File: src/rtl/mem_fault_unit.sv
// mem_fault_unit: registered data-memory address-exception checker.
// Classifies each M-stage access against the data-RAM range and the device
// windows. It emits a one-cycle exception pulse and holds the first
// unacknowledged fault (cause, bad address, PC) until CP0 accepts it.
// It also keeps a sticky overflow flag and a saturating fault counter.
module mem_fault_unit #(
    parameter logic [31:0]           DM_TOP    = 32'h0000_2FFC,
    parameter int unsigned           DEV_NUM   = 2,
    parameter logic [32*DEV_NUM-1:0] DEV_BASE  = {32'h0000_7F10, 32'h0000_7F00},
    parameter int unsigned           DEV_SPAN  = 12,
    parameter int unsigned           RO_OFFSET = 8,
    parameter int unsigned           CNT_W     = 8
) (
    input  logic             clk,
    input  logic             reset,
    input  logic             valid_i,
    input  logic             stall_i,
    input  logic [31:0]      addr_i,
    input  logic [3:0]       code_i,
    input  logic [31:0]      pc_i,
    input  logic             ack_i,
    input  logic             cnt_clr_i,
    output logic [1:0]       exc_o,
    output logic             pend_o,
    output logic [1:0]       cause_o,
    output logic [31:0]      badvaddr_o,
    output logic [31:0]      epc_o,
    output logic             ovf_o,
    output logic [CNT_W-1:0] cnt_o
);

    typedef enum logic {
        IDLE = 1'b0,
        HELD = 1'b1
    } state_e;

    state_e           state_q, state_d;
    logic [1:0]       exc_q, exc_d;
    logic [1:0]       cause_q, cause_d;
    logic [31:0]      bad_q, bad_d;
    logic [31:0]      epc_q, epc_d;
    logic             ovf_q, ovf_d;
    logic [CNT_W-1:0] cnt_q, cnt_d;

    logic             sample;
    logic             is_word, is_half, is_byte, is_store;
    logic             in_ram, in_win, ro_hit;
    logic             fault;
    logic [1:0]       cause_new;
    logic [31:0]      base;

    // Decode the access code and check the address against RAM and device windows
    always_comb begin
        is_word  = 1'b0;
        is_half  = 1'b0;
        is_byte  = 1'b0;
        is_store = 1'b0;
        case (code_i)
            4'd0:    is_word = 1'b1;
            4'd1:    begin is_word = 1'b1; is_store = 1'b1; end
            4'd2:    is_half = 1'b1;
            4'd3:    is_byte = 1'b1;
            4'd4:    is_half = 1'b1;
            4'd5:    is_byte = 1'b1;
            4'd6:    begin is_half = 1'b1; is_store = 1'b1; end
            4'd7:    begin is_byte = 1'b1; is_store = 1'b1; end
            default: ;
        endcase

        sample = valid_i & ~stall_i & (code_i <= 4'd7);

        // 33-bit compares so that bounds near the top of the address space cannot wrap
        in_ram = ({1'b0, addr_i} <= ({1'b0, DM_TOP} + 33'd3));
        in_win = 1'b0;
        ro_hit = 1'b0;
        base   = '0;
        for (int unsigned i = 0; i < DEV_NUM; i++) begin
            base = DEV_BASE[32*i +: 32];
            if ((addr_i >= base) &&
                ({1'b0, addr_i} <= ({1'b0, base} + 33'(DEV_SPAN) - 33'd1)))
                in_win = 1'b1;
            if (addr_i == (base + 32'(RO_OFFSET)))
                ro_hit = 1'b1;
        end

        fault = sample & (~(in_ram | in_win)
                          | (is_word & (addr_i[1:0] != 2'b00))
                          | (is_half & addr_i[0])
                          | ((is_half | is_byte) & in_win)
                          | (is_store & ro_hit));
        cause_new = is_store ? 2'b11 : 2'b10;
    end

    // Next-state logic: capture/overflow FSM, exception pulse and fault counter
    always_comb begin
        state_d = state_q;
        cause_d = cause_q;
        bad_d   = bad_q;
        epc_d   = epc_q;
        ovf_d   = ovf_q;
        exc_d   = fault ? cause_new : 2'b00;
        cnt_d   = cnt_q;

        case (state_q)
            IDLE: begin
                if (fault) begin
                    state_d = HELD;
                    cause_d = cause_new;
                    bad_d   = addr_i;
                    epc_d   = pc_i;
                end
            end
            HELD: begin
                if (fault) begin
                    if (ack_i) begin
                        cause_d = cause_new;
                        bad_d   = addr_i;
                        epc_d   = pc_i;
                    end else begin
                        ovf_d = 1'b1;
                    end
                end else if (ack_i) begin
                    state_d = IDLE;
                    ovf_d   = 1'b0;
                end
            end
            default: state_d = IDLE;
        endcase

        if (cnt_clr_i)
            cnt_d = '0;
        else if (fault && (cnt_q != '1))
            cnt_d = cnt_q + CNT_W'(1);
    end

    // State registers with asynchronous active-low clear
    always_ff @(posedge clk or negedge reset) begin
        if (!reset) begin
            state_q <= IDLE;
            exc_q   <= '0;
            cause_q <= '0;
            bad_q   <= '0;
            epc_q   <= '0;
            ovf_q   <= 1'b0;
            cnt_q   <= '0;
        end else begin
            state_q <= state_d;
            exc_q   <= exc_d;
            cause_q <= cause_d;
            bad_q   <= bad_d;
            epc_q   <= epc_d;
            ovf_q   <= ovf_d;
            cnt_q   <= cnt_d;
        end
    end

    assign exc_o      = exc_q;
    assign pend_o     = (state_q == HELD);
    assign cause_o    = cause_q;
    assign badvaddr_o = bad_q;
    assign epc_o      = epc_q;
    assign ovf_o      = ovf_q;
    assign cnt_o      = cnt_q;

endmodule

File: config.mk
export PLATFORM = sky130hd
export DESIGN_NAME = mem_fault_unit
export DESIGN_NICKNAME = d
export VERILOG_FILES = /design/src/rtl/mem_fault_unit.sv
export SDC_FILE = /design/constraint.sdc
export NUM_CORES = 1
export LEC_CHECK = 0
export CAP_MARGIN = 20
export CORE_MARGIN = 2
export CORE_UTILIZATION = 41
export DETAILED_ROUTE_END_ITERATION = 10
export GPL_ROUTABILITY_DRIVEN = 0
export PLACE_DENSITY_LB_ADDON = 0.2
export SYNTH_ARGS = -nofsm -noshare
export SYNTH_HDL_FRONTEND = slang
export SYNTH_SLANG_ARGS = --single-unit
File: constraint.sdc
create_clock -name clk -period 1.85 [get_ports clk]
set_input_delay 0.37 -clock clk [delete_from_list [all_inputs] [get_ports clk]]
set_output_delay 0.37 -clock clk [all_outputs]
set_load 0.01 [all_outputs]
* Word-level counts from Yosys, hierarchy flattened
Index checks and enable logic that the tools add are counted.
Storage, ports and cells: flip-flop bits (word level) 78, input bits 74, output and inout port bits 78, logic and storage cells 88
Cells by class: add/sub/neg operators 1, order comparisons 6, eq/ne operators 14, muxes and demuxes 31, bitwise gates (word level) 16, reduce and logical (&&, ||, !) cells 13
Operator list (number):
- 2-to-1 mux 32 bit | 6
- one-hot mux 32 bit (2 select lines) | 2
- equality test 32 x 15 -> 1 bit, second input constant | 2
- greater-or-equal comparator 32 x 15 -> 1 bit, second input constant | 2
- <= comparator 32 x 15 -> 1 bit, second input constant | 2
- <= comparator 32 x 14 -> 1 bit, second input constant | 1
- equality test 4 x 3 -> 1 bit, second input constant | 4
- 2-to-1 mux 8 bit | 2
- 2-to-1 mux 1 bit | 15
- OR reduction 3 bit | 3
- adder 8 x 1 -> 8 bit, second input constant | 1
- equality test 4 x 2 -> 1 bit, second input constant | 2
- 2-to-1 mux 2 bit | 4
- inequality test 8 bit, second input constant | 1
- bitwise AND 1 bit | 7
- inequality test 2 bit, second input constant | 3
- bitwise OR 1 bit | 6
- AND reduction 3 bit | 2
- nonzero test 2 bit | 3
- equality test 4 x 1 -> 1 bit, second input constant | 1
- <= comparator 4 x 3 -> 1 bit, second input constant | 1
- logical NOT 4 bit | 1
- one-hot mux 2 bit (2 select lines) | 1
- logical AND 1 bit | 3
- other kinds (4) | 6

* Logic depth before layout (Yosys ltp)
depth after elaboration 14, gate-level depth with buffers 9, mapped depth without buffers 8

* Least setup slack after synthesis
No wires, ideal clock.
path kind in2reg, start point input addr_i[15], end point register ovf_q (netlist: ovf_o), library setup time 0.128 ns, data arrival time 2.342 ns, data required time 1.722 ns, setup slack -0.620 ns, cell stages on the path 9, buffers on the path 1, path through or4b_4 -> nor4_4 -> a22oi_1 -> o21bai_2 -> o21bai_2 -> buf_2 -> ha_1 -> o21ai_0 -> o31ai_1
On the way: longest elaborated chain between the ends 13, elaborated cells between the ends (all ways) 26, those cells by class order compare (5); eq/ne (3); mux (5); bitwise (9); reduce/logical (4)
Ends and longest elaborated chain:
- from (decl) | line 18 | input logic [31:0] addr_i,
- greater-or-equal comparator 32 x 15 -> 1 bit or <= comparator 32 x 15 -> 1 bit (tied branches) | line 79, 80
- logical AND 1 bit | line 79 | if ((addr_i >= base) &&
- 2-to-1 mux 1 bit (2 in a row) | line 79
- bitwise OR 1 bit | line 86 | fault = sample & (~(in_ram | in_win)
- inverter 1 bit | line 86
- bitwise OR 1 bit | line 87 | | (is_word & (addr_i[1:0] != 2'b00))
- bitwise OR 1 bit | line 88 | | (is_half & addr_i[0])
- bitwise OR 1 bit | line 89 | | ((is_half | is_byte) & in_win)
- bitwise OR 1 bit (*) | line 90 | | (is_store & ro_hit));
- bitwise AND 1 bit (*) | line 86
- inequality test 2 bit (no source line) or nonzero test 2 bit (tied branches)
- AND reduction 3 bit (no source line)
- to (signal assigned) | line 152 | ovf_q <= ovf_d;
- to (decl) | line 42 | logic ovf_q, ovf_d;
Mark *: on every way between the ends. The rest lies on a longest branch, timed or not. A chain may end at the register's enable or synchronous reset.

* Final worst setup path
start point input addr_i[1], end point register cnt_q[0] (netlist: cnt_o[0])
On the way: longest elaborated chain between the ends 13, elaborated cells between the ends (all ways) 26, those cells by class order compare (5); eq/ne (2); mux (4); bitwise (10); reduce/logical (5)
Ends and longest elaborated chain:
- greater-or-equal comparator 32 x 15 -> 1 bit or <= comparator 32 x 15 -> 1 bit (tied branches) | line 79, 80
- logical AND 1 bit | line 79
- 2-to-1 mux 1 bit (2 in a row) | line 79
- bitwise OR 1 bit | line 86
- inverter 1 bit | line 86
- bitwise OR 1 bit | line 87
- bitwise OR 1 bit | line 88
- bitwise OR 1 bit | line 89
- bitwise OR 1 bit (*) | line 90
- bitwise AND 1 bit (*) | line 86
- logical AND 1 bit (*) | line 132 | else if (fault && (cnt_q != '1))
- nonzero test 2 bit (no source line) (*)
- to (signal assigned) | line 153 | cnt_q <= cnt_d;
- to (decl) | line 43 | logic [CNT_W-1:0] cnt_q, cnt_d;
Marked as above.

==> reports/qor.csv <==
metric,value,unit
status,finished with violations,
failed_checks,negative setup slack,
netlist_area,3200,sq um
grt_usage,22.9,%
synthXorXnorAreaFrac,0.273,%
path_clk_slew,80,ps
grt.overflow.total,0,
dr_wl_met2,4770,microns
power.leakage,2.75,nW
hpwl,5970,microns
initial_utilization,41.9,%
port_buffers,151,
setup_viol,78,
cts_buffers,9,
synth-async-reset-ratio,100,%
hold_path_class,in -> reg,
rsz0062_at_grt,true,
drt_first_iter_violations,85,
postRouteWirelength,9590,microns
maxCapViolCount,0,
grt_pass1_wl,15100,microns
ys_seq_area_share,60.9,%
period_share,126,%
area_delta_synth_final,85.9,%
period_minus_slack,2340,ps
worst_path_most_repeated_cell,buf_4,
drc,0,
dieArea,8540,sq um
synth_top_family_by_area,multiplexers,
drt-met1-wl,4210,microns
crit_required,2100,ps
clkSinkCount,78,
crit_path_end_kind,register,
via_count,2653,
cts_tree,done,
yosys_warnings,0,
utilization,77.9,%
path_cells,clkdlybuf4s50_1 > nor2_1 > nor4_1 > nor3_2 > o21ai_2 > buf_4 > o21bai_4 > buf_4 > buf_6 > or3_1 > a21oi_1,
clk_latency,350,ps
place_area,5130,sq um
slew_headroom,60.3,%
ir_drop,0.460,mV
synth_top_flop_cell,dfrtp_1,
rows,32,
cellPowerDensity,882,nW/um^2
drv_slew,0,
final_area,5960,sq um
synth_area_per_cell,14.2,sq um
wire_per_inst,17.9,microns
grt_pass1_vias,2839,
critical_path_class,in -> reg,
tightest_slew,593,ps
cts_buffer_depth,2,
synthSimpleGateAreaFrac,7.54,%
synth_cell_types,31,
grt_max_degree,33,
worst_clock_skew,7.85,ps
fin_nets,505,
coreArea,7650,sq um
synth_fp_nets,302,
wl_met3,476,microns
postSynthCellCount,226,
fp.dieW,92.4,microns
startpoint_type,primary input,
setup_slack,-486,ps
worstHoldPathCells,2,
muxShareOfSynthArea,23.2,%
crit_fanout,4,
cts-root-buf,clkbuf_8,
synth_compound_area_share,5.31,%
critPathSlowestCell,clkdlybuf4s50_1,
fmax,428,MHz
cp_data_arrival_time,2590,ps
via_per_inst,4.95,
yosys_register_bits,78,
synth_edf_count,0,
antenna_cells,0,
drt_pass1_iterations,4,
synth-adder-area-share,0.781,%
h-tree-depth,3,
reg2regPathDepth,7,
hold_viol,0,
io_pins,152,
dr.max_layer_used,met4,
drtAntennaViolNets,0,
antenna_found_initial,0,
die_y,92.4,microns
drive_gt1_share,37.1,%
cpPeakStageDelay,490,ps
==> layer usage <==
metal	track usage, %	vias up
met5	0	-
met4	7.46	0
met3	4.15	12
met2	36.9	100
met1	31.4	1311
li1	-	1230
==> power by group <==
group | leakage [nW] | total [mW] | internal, mW | switching, mW
clock | 0.106 | 1.32 | 0.697 | 0.623
sequential | 0.946 | 2.21 | 2.02 | 0.189
combinational | 1.69 | 1.72 | 1.17 | 0.555
total | 2.75 | 5.26 | 3.89 | 1.37
==> cell usage after synthesis, types with 2 or more instances <==
cell,count,area [sq um]
o21ai_0,4,20.0
inv_1,3,11.3
dfrtp_1,78,1950
nor4_1,6,37.5
a21oi_1,8,40.0
o31ai_1,3,22.5
ha_1,2,25.0
nor2b_1,2,12.5
nor2_1,9,33.8
nand4_1,3,18.8
or4_1,4,30.0
o21bai_2,2,22.5
nand2_1,10,37.5
mux2_2,65,732
buf_4,4,30.0
buf_2,4,20.0
nand3_1,2,10.0
o211ai_1,2,15.0
o21ai_2,2,17.5
o41ai_1,2,17.5
==> area by class of cell <==
cell class	instances	area, sq um
inverter	3	11.3
clock inverter	5	56.3
clock buffer	11	151
sequential	78	1950
multi-input combinational	136	1580
timing repair buffer	201	2080
fill	490	1690
tap	102	128
==> registers in the layout (all words and copies together), names as in the netlist <==
signal	cells
badvaddr_o	32
epc_o	32
cnt_o	8
cause_o	2
exc_o	2
ovf_o	1
pend_o	1
==> cell families (layout without fill, tap and decap cells) <==
| family | count (synthesis) | after routing |
|---|---|---|
| and+or+nand+nor | 42 | 42 |
| DFF | 78 | 78 |
| buffers and inverters | 12 | 220 |
| adders and majority gates | 2 | 2 |
| AOI/OAI and AO/OA | 25 | 25 |
| xor gates and xnor gates | 1 | 1 |
| muxes | 66 | 66 |
==> layout by cell type (no fill, tap or decap), types with 3 or more instances in the layout <==
| master | synthesis | routed |
|---|---|---|
| buf_4 | 4 | 27 |
| clkbuf_8 | 0 | 11 |
| clkdlybuf4s50_1 | 0 | 128 |
| nor4_2 | 0 | 4 |
| a21oi_1 | 8 | 5 |
| inv_1 | 3 | 3 |
| a21oi_2 | 0 | 3 |
| nand4_1 | 3 | 3 |
| o31ai_1 | 3 | 3 |
| buf_6 | 0 | 14 |
| buf_12 | 0 | 4 |
| mux2_4 | 0 | 65 |
| nand2_1 | 10 | 8 |
| nor2_1 | 9 | 8 |
| buf_16 | 0 | 6 |
| dfrtp_1 | 78 | 78 |
| dlygate4sd2_1 | 0 | 18 |
==> path summary, 6_finish.rpt <==
kind / slack [ps] / start / endpoint
min: 240 / addr_i[5] / badvaddr_o[5]
min reg2reg: 500 / cause_o[0] / cause_o[0]
max reg2reg: 50 / cnt_o[1] / cnt_o[2]
max in group asynchronous: 760 / reset / epc_o[28]
min in group asynchronous: 500 / reset / badvaddr_o[17]
max: -490 / addr_i[1] / cnt_o[0]
==> repair_timing <==
item                                    in CTS  in global routing
pin swaps                                   24                 11
endpoints found under the setup margin      78                 78
setup buffers                               18                  4
hold buffers                                 1                  0
resized for setup                          102                 15
endpoints found under the hold margin       30                  0
cloned                                       6                  0
==> per-stage QoR <==
stage	hold WS, ps	std cells	setup slack (ps)	setup TNS (ps)	power (mW)
finish	243	536	-486	-27900	5.26
global route	229	536	-524	-30540	5.51
CTS	226	533	-426	-24190	5.28
detailed placement	348	493	-1120	-79040	3.77
global placement	345	493	-1030	-74520	3.73
floorplan	74.4	226	-551	-34450	2.80
==> critical path: cells and delay by family <==
kind            cells  cell delay, ps
compound gates      3             340
buf+inv             4             910
simple gates        4             980
No activity file was read; power rests on OpenSTA's default activity.
